`src/rtl/minsoc_clock_reset_sequencer_if.sv`:
```
// Bundle of the sequencer's external reset input, clock-manager handshake and status outputs.
// Signal suffixes are from the sequencer's point of view.
interface minsoc_clock_reset_sequencer_if;
  logic       ext_rst_i;
  logic       pll_locked_i;
  logic       pll_rst_o;
  logic       sys_rst_o;
  logic       ready_o;
  logic       fault_o;
  logic       lock_lost_o;
  logic [2:0] retries_o;
  logic [2:0] state_o;

  modport slave (
    input  ext_rst_i, pll_locked_i,
    output pll_rst_o, sys_rst_o, ready_o, fault_o, lock_lost_o, retries_o, state_o
  );

  modport master (
    output ext_rst_i, pll_locked_i,
    input  pll_rst_o, sys_rst_o, ready_o, fault_o, lock_lost_o, retries_o, state_o
  );
endinterface

```
`src/rtl/minsoc_clock_reset_sequencer.sv`:
```
// Clock-manager bring-up sequencer: pulses the clock manager reset, waits for lock with
// timeout/retry, requires a stable-lock window, then releases system reset.
module minsoc_clock_reset_sequencer #(
  parameter int unsigned PLL_RST_CYCLES = 8,
  parameter int unsigned LOCK_TIMEOUT   = 65536,
  parameter int unsigned STABLE_CYCLES  = 256,
  parameter int unsigned MAX_RETRIES    = 4,
  parameter int unsigned SYNC_STAGES    = 2
) (
  input  logic                                clk_i,
  input  logic                                rst_i,
  minsoc_clock_reset_sequencer_if.slave       seq_if
);

  localparam int unsigned CNT_MAX0 = (PLL_RST_CYCLES > LOCK_TIMEOUT) ? PLL_RST_CYCLES : LOCK_TIMEOUT;
  localparam int unsigned CNT_MAX  = (CNT_MAX0 > STABLE_CYCLES) ? CNT_MAX0 : STABLE_CYCLES;
  localparam int unsigned CNT_W    = (CNT_MAX > 1) ? $clog2(CNT_MAX) : 1;
  localparam int unsigned RW       = ($clog2(MAX_RETRIES) > 3) ? $clog2(MAX_RETRIES) : 3;

  localparam logic [CNT_W-1:0] PLL_LAST    = CNT_W'(PLL_RST_CYCLES - 1);
  localparam logic [CNT_W-1:0] LOCK_LAST   = CNT_W'(LOCK_TIMEOUT - 1);
  localparam logic [CNT_W-1:0] STABLE_LAST = CNT_W'(STABLE_CYCLES - 1);
  localparam logic [RW-1:0]    RETRY_LAST  = RW'(MAX_RETRIES - 1);

  typedef enum logic [2:0] {
    ST_PLL_RST   = 3'd0,
    ST_WAIT_LOCK = 3'd1,
    ST_STABLE    = 3'd2,
    ST_RUN       = 3'd3,
    ST_FAULT     = 3'd4
  } state_e;

  logic [SYNC_STAGES-1:0] ext_sync_q;
  logic [SYNC_STAGES-1:0] lock_sync_q;
  logic                   ext_s;
  logic                   lock_s;

  state_e           state_q, state_d;
  logic [CNT_W-1:0] cnt_q, cnt_d;
  logic [RW-1:0]    retries_q, retries_d;
  logic             lock_lost_d;
  logic [2:0]       retries_sat_d;

  logic       pll_rst_q;
  logic       sys_rst_q;
  logic       ready_q;
  logic       fault_q;
  logic       lock_lost_q;
  logic [2:0] retries_o_q;
  logic [2:0] state_o_q;

  assign ext_s  = ext_sync_q[SYNC_STAGES-1];
  assign lock_s = lock_sync_q[SYNC_STAGES-1];

  // Synchronise the asynchronous button and LOCKED inputs into clk_i.
  always_ff @(posedge clk_i) begin
    if (rst_i) begin
      ext_sync_q  <= '0;
      lock_sync_q <= '0;
    end else begin
      ext_sync_q  <= {ext_sync_q[SYNC_STAGES-2:0], seq_if.ext_rst_i};
      lock_sync_q <= {lock_sync_q[SYNC_STAGES-2:0], seq_if.pll_locked_i};
    end
  end

  // Next-state, shared counter and retry bookkeeping.
  always_comb begin
    state_d     = state_q;
    cnt_d       = cnt_q;
    retries_d   = retries_q;
    lock_lost_d = 1'b0;
    unique case (state_q)
      ST_PLL_RST: begin
        if (cnt_q == PLL_LAST) begin
          state_d = ST_WAIT_LOCK;
          cnt_d   = '0;
        end else begin
          cnt_d = cnt_q + 1'b1;
        end
      end
      ST_WAIT_LOCK: begin
        if (lock_s) begin
          state_d = ST_STABLE;
          cnt_d   = '0;
        end else if (cnt_q == LOCK_LAST) begin
          cnt_d = '0;
          if (retries_q == RETRY_LAST) begin
            state_d = ST_FAULT;
          end else begin
            state_d   = ST_PLL_RST;
            retries_d = retries_q + 1'b1;
          end
        end else begin
          cnt_d = cnt_q + 1'b1;
        end
      end
      ST_STABLE: begin
        if (!lock_s) begin
          state_d = ST_WAIT_LOCK;
          cnt_d   = '0;
        end else if (ext_s) begin
          cnt_d = '0;
        end else if (cnt_q == STABLE_LAST) begin
          state_d = ST_RUN;
          cnt_d   = '0;
        end else begin
          cnt_d = cnt_q + 1'b1;
        end
      end
      ST_RUN: begin
        if (!lock_s) begin
          state_d     = ST_PLL_RST;
          cnt_d       = '0;
          retries_d   = '0;
          lock_lost_d = 1'b1;
        end else if (ext_s) begin
          state_d = ST_STABLE;
          cnt_d   = '0;
        end
      end
      ST_FAULT: begin
        if (ext_s) begin
          state_d   = ST_PLL_RST;
          cnt_d     = '0;
          retries_d = '0;
        end
      end
      default: begin
        state_d   = ST_PLL_RST;
        cnt_d     = '0;
        retries_d = '0;
      end
    endcase
    retries_sat_d = (retries_d > RW'(7)) ? 3'd7 : retries_d[2:0];
  end

  // State register with outputs registered from the next state.
  always_ff @(posedge clk_i) begin
    if (rst_i) begin
      state_q     <= ST_PLL_RST;
      cnt_q       <= '0;
      retries_q   <= '0;
      pll_rst_q   <= 1'b1;
      sys_rst_q   <= 1'b1;
      ready_q     <= 1'b0;
      fault_q     <= 1'b0;
      lock_lost_q <= 1'b0;
      retries_o_q <= '0;
      state_o_q   <= ST_PLL_RST;
    end else begin
      state_q     <= state_d;
      cnt_q       <= cnt_d;
      retries_q   <= retries_d;
      pll_rst_q   <= (state_d == ST_PLL_RST);
      sys_rst_q   <= (state_d != ST_RUN);
      ready_q     <= (state_d == ST_RUN);
      fault_q     <= (state_d == ST_FAULT);
      lock_lost_q <= lock_lost_d;
      retries_o_q <= retries_sat_d;
      state_o_q   <= state_d;
    end
  end

  assign seq_if.pll_rst_o   = pll_rst_q;
  assign seq_if.sys_rst_o   = sys_rst_q;
  assign seq_if.ready_o     = ready_q;
  assign seq_if.fault_o     = fault_q;
  assign seq_if.lock_lost_o = lock_lost_q;
  assign seq_if.retries_o   = retries_o_q;
  assign seq_if.state_o     = state_o_q;

endmodule

```
`src/flat_wrapper.sv`:
```
// flat-port wrapper written by rule: the top's interface ports become plain ports
module minsoc_clock_reset_sequencer_flat 
#(
  parameter int unsigned PLL_RST_CYCLES = 8,
  parameter int unsigned LOCK_TIMEOUT   = 65536,
  parameter int unsigned STABLE_CYCLES  = 256,
  parameter int unsigned MAX_RETRIES    = 4,
  parameter int unsigned SYNC_STAGES    = 2
)
  (clk_i, rst_i, seq_if_ext_rst_i, seq_if_pll_locked_i, seq_if_pll_rst_o, seq_if_sys_rst_o, seq_if_ready_o, seq_if_fault_o, seq_if_lock_lost_o, seq_if_retries_o, seq_if_state_o);
  minsoc_clock_reset_sequencer_if seq_if_i ();
  input  logic clk_i;
  input  logic rst_i;
  input wire logic [$bits(seq_if_i.ext_rst_i)-1:0] seq_if_ext_rst_i;
  input wire logic [$bits(seq_if_i.pll_locked_i)-1:0] seq_if_pll_locked_i;
  output wire logic [$bits(seq_if_i.pll_rst_o)-1:0] seq_if_pll_rst_o;
  output wire logic [$bits(seq_if_i.sys_rst_o)-1:0] seq_if_sys_rst_o;
  output wire logic [$bits(seq_if_i.ready_o)-1:0] seq_if_ready_o;
  output wire logic [$bits(seq_if_i.fault_o)-1:0] seq_if_fault_o;
  output wire logic [$bits(seq_if_i.lock_lost_o)-1:0] seq_if_lock_lost_o;
  output wire logic [$bits(seq_if_i.retries_o)-1:0] seq_if_retries_o;
  output wire logic [$bits(seq_if_i.state_o)-1:0] seq_if_state_o;
  assign seq_if_i.ext_rst_i = seq_if_ext_rst_i;
  assign seq_if_i.pll_locked_i = seq_if_pll_locked_i;
  assign seq_if_pll_rst_o = seq_if_i.pll_rst_o;
  assign seq_if_sys_rst_o = seq_if_i.sys_rst_o;
  assign seq_if_ready_o = seq_if_i.ready_o;
  assign seq_if_fault_o = seq_if_i.fault_o;
  assign seq_if_lock_lost_o = seq_if_i.lock_lost_o;
  assign seq_if_retries_o = seq_if_i.retries_o;
  assign seq_if_state_o = seq_if_i.state_o;
  minsoc_clock_reset_sequencer #(.PLL_RST_CYCLES(PLL_RST_CYCLES), .LOCK_TIMEOUT(LOCK_TIMEOUT), .STABLE_CYCLES(STABLE_CYCLES), .MAX_RETRIES(MAX_RETRIES), .SYNC_STAGES(SYNC_STAGES)) u_core (.clk_i(clk_i), .rst_i(rst_i), .seq_if(seq_if_i));
endmodule
```
`config.mk`:
```
export PLATFORM = sky130hd
export DESIGN_NAME = minsoc_clock_reset_sequencer_flat
export DESIGN_NICKNAME = d
export VERILOG_FILES = /design/src/rtl/minsoc_clock_reset_sequencer_if.sv /design/src/rtl/minsoc_clock_reset_sequencer.sv /design/src/flat_wrapper.sv
export SDC_FILE = /design/constraint.sdc
export NUM_CORES = 1
export LEC_CHECK = 0
export ABC_CLOCK_PERIOD_IN_PS = 2100
export BUFFER_PORTS_ARGS = -buffer_cell sky130_fd_sc_hd__buf_2
export CORE_ASPECT_RATIO = 0.9
export CORE_MARGIN = 1.5
export CORE_UTILIZATION = 30
export DETAILED_ROUTE_END_ITERATION = 6
export SYNTH_ARGS = -nofsm -noshare
export SYNTH_HDL_FRONTEND = slang
export SYNTH_SLANG_ARGS = --single-unit
```
`constraint.sdc`:
```
create_clock -name clk_i -period 2.1 [get_ports clk_i]
set_input_delay 0.315 -clock clk_i [delete_from_list [all_inputs] [get_ports clk_i]]
set_output_delay 0.315 -clock clk_i [all_outputs]
set_load 0.02 [all_outputs]
```
==> results of run 1 <==
## power breakdown
group / switching (mW) / internal (mW) / total [mW]
Combinational: 0.0278 / 0.0208 / 0.0486
Clock: 0.224 / 0.266 / 0.490
Sequential: 0.00933 / 0.617 / 0.626
Total: 0.261 / 0.903 / 1.16
## logic make-up (layout without fill, tap and decap cells)
group / after synthesis / after routing / share of synthesized area [%]
AND/OR/NAND/NOR: 98 / 98 / 33.4
AO/OA/AOI/OAI: 48 / 48 / 22.0
flip-flops: 32 / 32 / 36.8
buffers and inverters: 18 / 38 / 5.39
adder cells (fa/ha/maj): 2 / 2 / 1.44
XOR/XNOR: 2 / 2 / 1.01
## placed cells by master (no fill, tap or decap), types with 4 or more instances in the layout
master	netlist	layout
nand4_1	7	7
nand3_1	8	8
nand2_1	23	23
nor2b_1	7	7
buf_2	6	14
dfxtp_1	32	31
nor2_1	12	12
o21ai_0	7	7
nor4_1	5	5
a31oi_1	6	6
o221ai_1	6	6
inv_1	6	6
and2_1	4	4
buf_4	3	10
clkbuf_8	0	6
and3_1	4	4
## per-stage QoR
stage	util [%]	instance area (um2)	hold WS [ns]
after floorplan	-	1740	0.414
after global placement	33.8	1900	0.418
after detailed placement	33.8	1900	0.426
after CTS	35.5	2000	0.235
after global routing	35.6	2000	0.255
final	35.6	2000	0.238
## state kept, by name, indices dropped and copies added, names as in the netlist
name                       count
u_core.cnt_q                  16
u_core.seq_if.retries_o        3
u_core.state_q                 3
u_core.ext_sync_q              2
u_core.lock_sync_q             2
u_core.retries_q               1
u_core.seq_if.fault_o          1
u_core.seq_if.lock_lost_o      1
u_core.seq_if.pll_rst_o        1
u_core.seq_if.ready_o          1
u_core.seq_if.sys_rst_o        1
## worst max-delay path: stages (launching register included)
cell and delay [ns]:
dfxtp_1 0.36, nor4_1 0.42, and4_2 0.36, o22ai_2 0.17, o2111a_1 0.27, a221o_1 0.27
## path summary, 6_finish.rpt
path	slack, ns	cells after the start	from	end
max	0.13	5	u_core.cnt_q[12]$_SDFF_PP0_	u_core.cnt_q[13]$_SDFF_PP0_
min	0.24	2	seq_if_pll_locked_i	u_core.lock_sync_q[0]$_SDFF_PP0_
max reg2reg	0.13	5	u_core.cnt_q[12]$_SDFF_PP0_	u_core.cnt_q[13]$_SDFF_PP0_
min reg2reg	0.44	1	u_core.lock_sync_q[0]$_SDFF_PP0_	u_core.lock_sync_q[1]$_SDFF_PP0_
## layout make-up
cell class | count | area, um2 | share of cell area (%)
Multi-Input combinational cell | 150 | 1010 | 50.6
Sequential cell | 32 | 642 | 32.0
Timing Repair Buffer | 24 | 145 | 7.24
Tap cell | 70 | 87.6 | 4.37
Clock buffer | 7 | 86.3 | 4.31
Inverter | 6 | 22.5 | 1.12
Clock inverter | 1 | 7.51 | 0.375
## routing by layer
metal,global-route usage (%),vias up
met5,0,-
met4,4.81,0
met3,4.39,4
met2,21.3,17
met1,18.3,716
li1,-,790
## timing repair
item / 4_1_cts / 5_1_grt
hold endpoints to repair: 0 / 0
hold buffers: 0 / 0
gates resized for setup: 0 / 3
setup endpoints to repair: 0 / 11
==> impl_metrics.json, run 1 <==
{
  "area_growth_pct": 15.2,
  "cp.required_ns": 2.27,
  "worst-setup-path-type": "register to register",
  "ir_drop_mv": 0.283,
  "max-clock-path-buffers": 2,
  "core_um2": 5630,
  "drcViolationCount": 0,
  "ys.flop_type": "dfxtp_1",
  "synth_nets": 206,
  "ys_seq_elements": 32,
  "fin_setup_tns_ns": 0,
  "cts_num_sinks": 32,
  "grt_pass1_vias": 1424,
  "synth_area_um2": 1740,
  "cellPowerDensity_nw_per_um2": 581,
  "ioPinCount": 15,
  "track_usage_pct": 13.8,
  "cts_htree_levels": 2,
  "routed.top_layer": "met4",
  "wl_met3_um": 145,
  "initial_utilization_pct": 30.9,
  "yosysSeqAreaShare_pct": 36.8,
  "synth.area.top_cells": "dfxtp_1, nand2_1, o221ai_1",
  "grt_max_degree": 23,
  "dp_hpwl_um": 2860,
  "hold_viol_final": 0,
  "post-synth-top-count-cell": "dfxtp_1",
  "yosysTopAreaCell": "dfxtp_1",
  "first_pass_iters": 4,
  "netlist_instances": 200,
  "cts_root_buf": "clkbuf_8",
  "numCtsBuffers": 5,
  "setup_viol": 0,
  "slew_headroom_pct": 67.2,
  "ys_top_cells_by_count": "dfxtp_1, nand2_1, nor2_1",
  "skew_ns": 0.00669,
  "p_total_mw": 1.16,
  "ant_nets": 0,
  "clkLatencyLatePin_ns": 0.28,
  "crit_arrival_ns": 2.14,
  "vias": 1527,
  "syn_avg_cell_area_um2": 8.70,
  "port_buffers": 14,
  "viasPerCell": 5.27,
  "period_share_pct": 93.8,
  "fmax_ghz": 0.508,
  "fillers": 604,
  "met1_length_um": 2030,
  "hp-class": "input port to register",
  "period_minus_slack_ns": 1.97,
  "num_rows": 26,
  "grt_overflow": 0,
  "max-cap-violations": 0,
  "path_max_fanout": 8,
  "worst_pin_slew_ns": 0.487,
  "instances_no_fill": 290,
  "ys_types": 59,
  "cts_tree": "yes",
  "grt_pass1_wl_um": 6820,
  "cts.clk_slew.worst_paths_ns": 0.07,
  "wl_met2_um": 1750,
  "synth-async-reset-ratio_pct": 0,
  "critPathLaunchType": "register",
  "drive_gt1_share_pct": 22.3,
  "synth_top_cell_area_share_pct": 36.8,
  "final_nets": 225,
  "cts_setup_buffers": 0,
  "synth_warnings": 0,
  "dp_cells": 282,
  "diodes": 0,
  "maxSlewViolCount": 0,
  "place.gp.congestion": 0.879,
  "dp_slack_ns": 0.0780,
  "status": "finished clean",
  "die_h_um": 75.3,
  "die-area_um2": 6270,
  "rsz0062_at_grt": "no",
  "drt_iter0_drc": 127,
  "endpoint_kind": "register",
  "setup_ws_ns": 0.130,
  "wl_per_cell_um": 13.7,
  "synth-edff-count": 0,
  "finalWirelength_um": 3980,
  "leakagePower_nw": 0.770,
  "antenna_found_initial": 0,
  "dieWidth_um": 83.3
}
Note: power is estimated with default switching activity, not from simulation.
==> run 2: changes to the inputs <==
--- a/config.mk
+++ b/config.mk
@@ -11,6 +11,7 @@
 export CORE_MARGIN = 1.5
 export CORE_UTILIZATION = 30
 export DETAILED_ROUTE_END_ITERATION = 6
+export PLACE_DENSITY = 0.48
 export SYNTH_ARGS = -nofsm -noshare
 export SYNTH_HDL_FRONTEND = slang
 export SYNTH_SLANG_ARGS = --single-unit
==> run 2 against run 1 <==
Effect of this change: die area is the same; global-route usage about the same; non-clock buffer count increased by 1; clock skew shrank 0.0026 ns; utilization increased by 0.64 points; critical path depth increased by 1; setup slack better by 0.056 ns; highest routed layer unchanged.
==> impl_metrics.json, run 2 (same netlist as run 1, synthesis figures left out) <==
{
  "antenna_found_initial": 0,
  "max-clock-path-buffers": 2,
  "cts_setup_buffers": 0,
  "period_share_pct": 91.2,
  "dpl-instance-area_um2": 1910,
  "maxSlewViolCount": 0,
  "grt_pass1_wl_um": 6800,
  "cts_htree_levels": 2,
  "cellPowerDensity_nw_per_um2": 632,
  "drt_iter0_drc": 77,
  "endpoint_kind": "register",
  "path_max_fanout": 8,
  "worst_pin_slew_ns": 0.484,
  "fillers": 611,
  "grt_overflow": 0,
  "hold_slack_ns": 0.221,
  "final-seq-area_um2": 642,
  "power_frac_seq_pct": 48.7,
  "dp_slack_ns": 0.115,
  "track_usage_pct": 13.8,
  "vias": 1534,
  "cts_tree": "yes",
  "power_frac_clock_pct": 47.3,
  "fin_setup_tns_ns": 0,
  "place.gp.congestion": 0.778,
  "r2r-start": "u_core.cnt_q[12]$_SDFF_PP0_",
  "drive_gt1_share_pct": 23.1,
  "routed.top_layer": "met4",
  "die-area_um2": 6270,
  "fmax_ghz": 0.522,
  "dp_cells": 283,
  "wl_met3_um": 212,
  "numCtsBuffers": 5,
  "intPower_uw": 992,
  "finalWirelength_um": 4100,
  "startpoint": "u_core.cnt_q[12]$_SDFF_PP0_",
  "grt_max_degree": 16,
  "dp_hpwl_um": 2940,
  "hp-class": "input port to register",
  "ant_nets": 0,
  "dieWidth_um": 83.3,
  "status": "finished clean",
  "cts.clk_slew.worst_paths_ns": 0.07,
  "cp.required_ns": 2.28,
  "cts_hold_buf": 0,
  "diodes": 0,
  "switching_share_pct": 23.1,
  "final_nets": 226,
  "setup_ws_ns": 0.186,
  "die_h_um": 75.3,
  "port_buffers": 14,
  "largest-register": "u_core.cnt_q",
  "multiInputGateArea_um2": 1020,
  "cts_num_sinks": 32,
  "cts_resized": 0,
  "area_growth_pct": 17.3,
  "period_minus_slack_ns": 1.91,
  "clkLatencyLatePin_ns": 0.30,
  "wl_met2_um": 1590,
  "instances_no_fill": 291,
  "design_area_um2": 2040,
  "drcViolationCount": 0,
  "p_sw_uw": 297,
  "crit_arrival_ns": 2.10,
  "slew_headroom_pct": 67.3,
  "grt_pass1_vias": 1324,
  "final_common_cell": "dfxtp_1",
  "met1_length_um": 2260,
  "setup_viol": 0,
  "num_rows": 26,
  "hold_viol_final": 0,
  "initial_utilization_pct": 30.9,
  "wl_per_cell_um": 14.1,
  "leakagePower_nw": 0.784,
  "hp-start": "seq_if_pll_locked_i",
  "first_pass_iters": 4,
  "rsz0062_at_grt": "no",
  "core_um2": 5630,
  "largest_reg_flops": 16,
  "cts_root_buf": "clkbuf_8",
  "mostFrequentLayoutCells": "dfxtp_1, nand2_1, buf_2",
  "ioPinCount": 15,
  "critPathLaunchType": "register",
  "skew_ns": 0.00405,
  "final_util_pct": 36.3,
  "max-cap-violations": 0,
  "combPwrFrac_pct": 4.1,
  "viasPerCell": 5.27,
  "p_total_mw": 1.29,
  "worst-setup-path-type": "register to register",
  "ir_drop_mv": 0.329
}
run 2: final timing paths:
path | endpoint | slack [ns] | cells past startpoint
worst min register to register | u_core.lock_sync_q[1]$_SDFF_PP0_ | 0.44 | 1
worst max-delay path | u_core.cnt_q[0]$_SDFF_PP0_ | 0.19 | 6
worst max register to register | u_core.cnt_q[0]$_SDFF_PP0_ | 0.19 | 6
worst min-delay path | u_core.lock_sync_q[0]$_SDFF_PP0_ | 0.22 | 2
run 2: final cells by class:
class                   instances  share of cell area (%)
repair buffers                 25                    7.48
multi-input cells             150                    50.2
inverters                       6                    1.10
well taps                      70                    4.29
clock inverters                 3                    2.08
clock buffers                   5                    3.37
flip-flops and latches         32                    31.5
run 2: worst max-delay path, stage by stage (launching register included):
cell      delay (ns)
dfxtp_1         0.37
nor4_1          0.40
and4_2          0.35
o22ai_2         0.17
buf_4           0.20
nor3_1          0.25
a211oi_2        0.05
run 2: per-layer routing:
layer	up-vias	track usage [%]
met5	-	0
met4	0	5.56
met3	5	3.07
met2	26	18.1
met1	703	21.3
li1	800	-
run 2: power groups by stage:
| stage | Combinational, mW | Clock (mW) | Sequential (mW) |
|---|---|---|---|
| final | 0.0524 | 0.609 | 0.627 |
| after CTS | 0.0507 | 0.623 | 0.625 |
| after global placement | 0.0508 | 0 | 0.639 |
| after detailed placement | 0.0505 | 0 | 0.639 |
| after global routing | 0.0608 | 0.646 | 0.629 |
| after floorplan | 0.0338 | 0 | 0.638 |
